### src/rtl/spi_pkg.sv
// spi_pkg: shared definitions for the SPI slave, the memory stage behind it
// and the verification environment.
//   - FRAME_W_DEF / DATA_W_DEF : default frame and read-data widths
//   - WR_ADDR..RD_DATA         : command codes carried in rx_data[9:8]
//   - state_t                  : SPI slave controller states
package spi_pkg;

    localparam int FRAME_W_DEF = 10;
    localparam int DATA_W_DEF  = 8;

    localparam logic [1:0] WR_ADDR = 2'b00;
    localparam logic [1:0] WR_DATA = 2'b01;
    localparam logic [1:0] RD_ADDR = 2'b10;
    localparam logic [1:0] RD_DATA = 2'b11;

    typedef enum logic [2:0] {
        IDLE,
        CHK_CMD,
        WRITE,
        READ_ADD,
        READ_DATA
    } state_t;

endpackage

### src/rtl/spi_slave.sv
// spi_slave: SPI slave front end for a command/address/data memory.
// clk doubles as the SPI bit clock: one MOSI bit is sampled and one MISO bit
// is presented per rising edge while SS_n is low.
// Ports:
//   clk       in   system / SPI bit clock
//   rst_n     in   asynchronous active-low reset
//   SS_n      in   active-low slave select, frames a transaction
//   MOSI      in   serial data in, MSB first
//   MISO      out  serial read data out, MSB first, 0 when idle
//   rx_data   out  assembled FRAME_W-bit word for the memory stage
//   rx_valid  out  one-cycle strobe marking a freshly completed rx_data
//   tx_data   in   read data returned by the memory stage
//   tx_valid  in   tx_data valid strobe
module spi_slave
    import spi_pkg::*;
#(
    parameter int FRAME_W = FRAME_W_DEF,
    parameter int DATA_W  = DATA_W_DEF
) (
    input  logic               clk,
    input  logic               rst_n,
    input  logic               SS_n,
    input  logic               MOSI,
    output logic               MISO,
    output logic [FRAME_W-1:0] rx_data,
    output logic               rx_valid,
    input  logic [DATA_W-1:0]  tx_data,
    input  logic               tx_valid
);

    localparam int TXC_W = $clog2(DATA_W);

    state_t             state;
    state_t             next_state;
    logic [3:0]         bit_cnt;
    logic [FRAME_W-1:0] rx_shift;
    logic               frame_done;
    logic               rd_addr_flag;
    logic [DATA_W-1:0]  tx_shift;
    logic [TXC_W-1:0]   tx_cnt;
    logic               tx_busy;
    logic               tx_done;

    logic               shift_en;
    logic               last_bit;
    logic               tx_load;

    always_ff @(posedge clk or negedge rst_n) begin
        if (!rst_n) begin
            state <= IDLE;
        end else begin
            state <= next_state;
        end
    end

    // The op bit sampled in CHK_CMD picks write vs. read; a second read frame
    // (address already latched) goes straight to READ_DATA.
    always_comb begin
        next_state = state;
        if (SS_n) begin
            next_state = IDLE;
        end else begin
            case (state)
                IDLE:    next_state = CHK_CMD;
                CHK_CMD: begin
                    if (!MOSI)             next_state = WRITE;
                    else if (rd_addr_flag) next_state = READ_DATA;
                    else                   next_state = READ_ADD;
                end
                default: next_state = state;
            endcase
        end
    end

    // Once a frame has completed the shifter freezes until SS_n rises, so
    // trailing clocks under the same select never start another word.
    always_comb begin
        shift_en = !SS_n && !frame_done &&
                   (state == WRITE || state == READ_ADD || state == READ_DATA);
        last_bit = shift_en && (bit_cnt == 4'(FRAME_W - 1));
        tx_load  = !SS_n && tx_valid && (state == READ_DATA) &&
                   frame_done && !tx_busy && !tx_done;
    end

    // Datapath. MISO is registered: the capture edge already drives the
    // MSB, and the remaining bits follow one per edge. rd_addr_flag and
    // rx_data survive an SS_n abort so an interrupted read can be retried.
    always_ff @(posedge clk or negedge rst_n) begin
        if (!rst_n) begin
            bit_cnt      <= '0;
            rx_shift     <= '0;
            rx_data      <= '0;
            rx_valid     <= 1'b0;
            frame_done   <= 1'b0;
            rd_addr_flag <= 1'b0;
            tx_shift     <= '0;
            tx_cnt       <= '0;
            tx_busy      <= 1'b0;
            tx_done      <= 1'b0;
            MISO         <= 1'b0;
        end else if (SS_n) begin
            bit_cnt    <= '0;
            rx_shift   <= '0;
            rx_valid   <= 1'b0;
            frame_done <= 1'b0;
            tx_shift   <= '0;
            tx_cnt     <= '0;
            tx_busy    <= 1'b0;
            tx_done    <= 1'b0;
            MISO       <= 1'b0;
        end else begin
            rx_valid <= last_bit;
            if (shift_en) begin
                rx_shift <= {rx_shift[FRAME_W-2:0], MOSI};
                bit_cnt  <= bit_cnt + 4'd1;
            end
            if (last_bit) begin
                rx_data    <= {rx_shift[FRAME_W-2:0], MOSI};
                frame_done <= 1'b1;
                if (state == READ_ADD) begin
                    rd_addr_flag <= 1'b1;
                end
            end
            if (tx_load) begin
                MISO     <= tx_data[DATA_W-1];
                tx_shift <= {tx_data[DATA_W-2:0], 1'b0};
                tx_cnt   <= TXC_W'(DATA_W - 1);
                tx_busy  <= 1'b1;
            end else if (tx_busy) begin
                if (tx_cnt != '0) begin
                    MISO     <= tx_shift[DATA_W-1];
                    tx_shift <= {tx_shift[DATA_W-2:0], 1'b0};
                    tx_cnt   <= tx_cnt - TXC_W'(1);
                end else begin
                    MISO         <= 1'b0;
                    tx_busy      <= 1'b0;
                    tx_done      <= 1'b1;
                    rd_addr_flag <= 1'b0;
                end
            end
        end
    end

endmodule

### config.mk
export PLATFORM = sky130hd
export DESIGN_NAME = spi_slave
export DESIGN_NICKNAME = d
export VERILOG_FILES = /design/src/rtl/spi_pkg.sv /design/src/rtl/spi_slave.sv
export SDC_FILE = /design/constraint.sdc
export NUM_CORES = 1
export LEC_CHECK = 0
export CAP_MARGIN = 15
export CORE_ASPECT_RATIO = 1.4
export CORE_UTILIZATION = 42
export DETAILED_ROUTE_END_ITERATION = 16
export DONT_BUFFER_PORTS = 1
export SYNTH_ARGS = -nofsm -noshare
export SYNTH_HDL_FRONTEND = slang
export SYNTH_SLANG_ARGS = --single-unit
### constraint.sdc
create_clock -name clk -period 1.9 [get_ports clk]
set_input_delay 0.38 -clock clk [delete_from_list [all_inputs] [get_ports clk]]
set_output_delay 0.38 -clock clk [all_outputs]
set_load 0.01 [all_outputs]
=== Word-level counts from Yosys, hierarchy flattened ===
Cells that the tools add are included.

* Memories: 0
* Word-level logic and storage cells: 83
* Bits in writable memories: 0
* Input bits: 13
* ROM bits: 0
* Register bits after elaboration: 43
* Latch bits: 0

* $mul: 0
* Shift operators: 0
* $add $sub $neg: 2
* Multiplexer cells: 36
* Reductions and logical operators: 25
* Equality and inequality tests: 7
* Divide/modulo/power cells: 0
* Bitwise operators: 1
* Magnitude comparators: 0

{| class="wikitable"
|+ Operators by type and width
! operator !! number
|-
| two-way mux 8 bit || 4
|-
| two-way mux 3 bit || 7
|-
| two-way mux 1 bit || 20
|-
| two-way mux 9 bit || 2
|-
| nonzero test 3 bit || 4
|-
| logical AND 1 bit || 8
|-
| two-way mux 4 bit || 2
|-
| == test 3 x 2 -> 1 bit, second input constant || 2
|-
| case mux 3 bit (2 select lines) || 1
|-
| nonzero test 2 bit || 3
|-
| adder 4 x 1 -> 4 bit, second input constant || 1
|-
| == test 4 bit, second input constant || 1
|-
| zero test 1 bit || 4
|-
| != test 2 bit, second input constant || 2
|-
| AND reduction 2 bit || 2
|-
| == test 3 x 1 -> 1 bit, second input constant || 1
|-
| == test 3 bit, second input constant || 1
|-
| zero test 3 bit || 1
|-
| AND reduction 3 bit || 1
|-
| subtractor 3 x 1 -> 3 bit, second input constant || 1
|-
| logical OR 1 bit || 2
|-
| inverter 1 bit || 1
|}

=== Logic depth before layout (Yosys ltp) ===
* Depth after elaboration: 9
* Mapped depth: 7
* Gate-level depth less buffers: 6

=== Worst setup path after synthesis ===
No wires, ideal clock.

* Path type: register -> register
* Start: register state[1]
* End: register rx_data[3]
* Period minus slack after synthesis: 1,779 ps
* Stages on the path, launching flop included: 5
* Library setup time: 125 ps
* Arrival: 1,654 ps
* Setup slack: 121 ps
* Path buffers: 1
* Path through: dfrtp_1 -> or3b_4 -> a211oi_4 -> buf_8 -> mux2_4

* Word-level cells in the longest chain between the ends: 6
* Elaborated cells on any way between the ends: 8
* Classes of those cells: eq/ne (3); reduce/logical (5)

{| class="wikitable"
|+ RTL lines
! item !! line !! RTL
|-
| start: declaration || spi_slave.sv:33 || <nowiki>state_t state;</nowiki>
|-
| start signal: assignment || spi_slave.sv:52 || <nowiki>state <= next_state;</nowiki>
|-
| == test 3 x 2 -> 1 bit || spi_slave.sv:79 || <nowiki>(state == WRITE || state == READ_ADD || state == READ_DATA);</nowiki>
|-
| logical OR 1 bit || spi_slave.sv:79 ||
|-
| logical OR 1 bit (*) || spi_slave.sv:79 ||
|-
| logical AND 1 bit (*) || spi_slave.sv:78 || <nowiki>shift_en = !SS_n && !frame_done &&</nowiki>
|-
| logical AND 1 bit (*) || spi_slave.sv:80 || <nowiki>last_bit = shift_en && (bit_cnt == 4'(FRAME_W - 1));</nowiki>
|-
| AND reduction 2 bit (no line) (*) || -- ||
|-
| end signal: assignment || spi_slave.sv:118 || <nowiki>rx_data <= {rx_shift[FRAME_W-2:0], MOSI};</nowiki>
|-
| end: declaration || spi_slave.sv:25 || <nowiki>output logic [FRAME_W-1:0] rx_data,</nowiki>
|}

Every way passes the cells marked *; elsewhere a longest branch is shown, timed or not.
A chain may end at the register's enable or synchronous reset.

=== Worst setup path after layout ===
* Start: register state[2]
* End: register rx_data[2]

The elaborated chain is that of the path after synthesis.

==> out/qor.yml <==
synth_ff_type: "dfrtp_1"
setup_violations: 0
maxSlewViolCount: 0
tightestPinTransition_ps: 345
synth_edf_count: 0
utilization: 0.490
firstDrtPassIters: 4
synth_area_mm2: 0.00191
placed_area_mm2: 0.00200
die_w_um: 59.0
via_per_inst: 5.19
required_ps: 2080
rsz0062_at_grt: "false"
num_rows: 28
cpPeakStageDelay_ps: 450
final_hold_viol_count: 0
avgSynthCellArea_um2: 11.9
busiest_layer: "met2"
io_pins: 25
syn_nets: 177
yosys_warnings: 0
reg2reg_from: "state[2]"
worst_path_max_delay_cell: "or3b_4"
cts_max_level: 2
grt_pass1_vias: 1286
portBuffers: 0
dieArea_mm2: 0.00483
p_per_area_mw_per_mm2: 751
ir_drop_v: 0.000581
end_kind: "flip-flop"
dpl.hpwl_um: 2330
grt-ovfl-total: 0
max_freq_ghz: 0.558
clk_latency_ps: 300
finalCritPeriodShare: 0.943
nets: 187
grt_start_max_net_pins: 43
synthToLayoutAreaGrowth_pct: 10.5
wl_per_cell_um: 14.3
die_h_um: 81.8
startpoint_type: "flip-flop"
syn_inst: 160
min_from: "SS_n"
gp_congestion: 0.742
root_buffer: "clkbuf_8"
grt_pass1_wl_um: 5730
met1_usage: 0.179
postCtsSetupRepairBufs: 0
antenna_found_initial: 0
track_usage: 0.160
status: "finished, final reports clean"
min_to: "rx_shift[5]"
ff2ff_path_depth: 4
regToRegEndpoint: "rx_data[2]"
drcViolationCount: 0
cp.arrival_ps: 1970
nFillCells: 405
synth.distinct_cells: 35
crit_path_max_fanout: 7
setup_tns_ps: 0
drive_gt1_frac: 0.187
use_met2: 0.276
cp-startpoint: "state[2]"
synth-seq-cells: 42
first_iter_violations: 39
core-area_mm2: 0.00431
yosysSeqAreaShare: 0.550
num_vias: 1198
skew_ps: 9.46
ant_nets: 0
fin_area_mm2: 0.00211
antenna_cells: 0
synthArstFlopShare: 1.00
start_util: 0.444
whs_path_depth: 1
min_path_type: "input pin to flip-flop"
cts_tree: "done"
hold_buffers: 2
drv_cap: 0
crit_type: "flip-flop to flip-flop"
post_cts_resize_count: 0
postRouteWirelength_um: 3310
fin_crit_ps: 1790
cts-buffers-inserted: 5
path_cells: "or3b_4 > a211oi_4 > buf_4 > mux2_2"
clockBufferDepth: 2
clock-sinks: 42
clk_pin_slew_worst_paths_ps: 80
r2r_slack_ps: 110
leakage_uw: 0.00101
grt_use_met3: 0.0457
relSlewSlack: 0.767
worst max-delay path by stage:
stage,endpoint,depth (start not counted)
2_1_floorplan,rx_data[3],4
3_3_place_gp,rx_data[2],4
3_5_place_dp,rx_data[2],4
4_1_cts,rx_data[2],4
5_1_grt,rx_data[2],4
6_report,rx_data[2],4
cells in the mapped netlist, types with 2 or more instances:
cell / number / area (µm²)
mux2_2: 3 / 33.8
nand2_1: 13 / 48.8
a211oi_1: 2 / 15.0
o21ai_0: 10 / 50.1
xnor2_1: 3 / 26.3
nand3_1: 4 / 20.0
mux2i_1: 16 / 160
nor2_1: 17 / 63.8
nand2b_1: 3 / 18.8
dfrtp_1: 42 / 1050
clkbuf_1: 2 / 7.51
a21o_1: 2 / 15.0
a21oi_1: 5 / 25.0
and4_1: 2 / 17.5
mux2_4: 7 / 105
ha_1: 4 / 50.1
buf_2: 2 / 10.0
inv_1: 6 / 22.5
kinds of logic after synthesis:
group                    Yosys count  synth area share
XOR/XNOR                           3            0.0137
buffers and inverters             12            0.0347
flip-flops                        42             0.550
multiplexers                      26             0.156
AO/OA/AOI/OAI                     26            0.0969
adder cells (fa/ha/maj)            4            0.0262
AND/OR/NAND/NOR                   47             0.122
final cells by class:
cell class,count,area [µm²],share of cell area
Clock buffer,5,68.8,0.0326
Clock inverter,3,18.8,0.00888
Timing Repair Buffer,9,82.6,0.0391
Sequential cell,42,1050,0.497
Inverter,6,22.5,0.0107
Multi-Input combinational cell,106,795,0.376
Tap cell,60,75.1,0.0355
placed cells by master (no fill, tap or decap), types with 2 or more instances in the layout:
cell      count
dfrtp_1      42
nor2_1       17
mux2i_1      16
nand2_1      13
o21ai_0      10
mux2_4        7
buf_4         7
inv_1         6
a21oi_1       5
clkbuf_8      5
nand3_1       4
ha_1          4
nand2b_1      3
xnor2_1       3
mux2_2        3
a211oi_1      2
and4_1        2
a21o_1        2
clkinv_2      2
routing by layer:
layer	routed length, µm	vias up	part of all wire
li1	-	572	-
met1	1360	591	0.41
met2	1730	28	0.52
met3	151	7	0.046
met4	61	0	0.018
met5	0	-	0
power breakdown:
| group | switching [µW] | total [µW] | internal, µW |
|---|---|---|---|
| logic | 54.5 | 95.1 | 40.6 |
| clock network | 312 | 570 | 259 |
| registers | 15.0 | 921 | 906 |
| total | 381 | 1590 | 1210 |
state kept, by name, summed over array words and instances, names as in the netlist:
register and count:
tx_shift 7, rd_addr_flag 1, tx_done 1, rx_shift 9, rx_valid 1, state 3, tx_busy 1, rx_data 10
bit_cnt 4, tx_cnt 3, frame_done 1, MISO 1
critical path: cells and delay by family (launching register included):
family | cells | cell delay (ps)
AO/OA/AOI/OAI | 1 | 260
buffers and inverters | 1 | 200
flip-flops | 1 | 430
multiplexers | 1 | 340
AND/OR/NAND/NOR | 1 | 450
per-stage QoR:
stage	std cells	worst slack, ps	total power (µW)	hold WS (ps)
2_1_floorplan	160	121	997	84.4
3_3_place_gp	221	149	1010	85.5
3_5_place_dp	221	124	1010	85.9
4_1_cts	231	112	1610	128
5_1_grt	231	47.7	1660	122
6_report	231	109	1590	137
No activity file was read; power rests on OpenSTA's default activity.
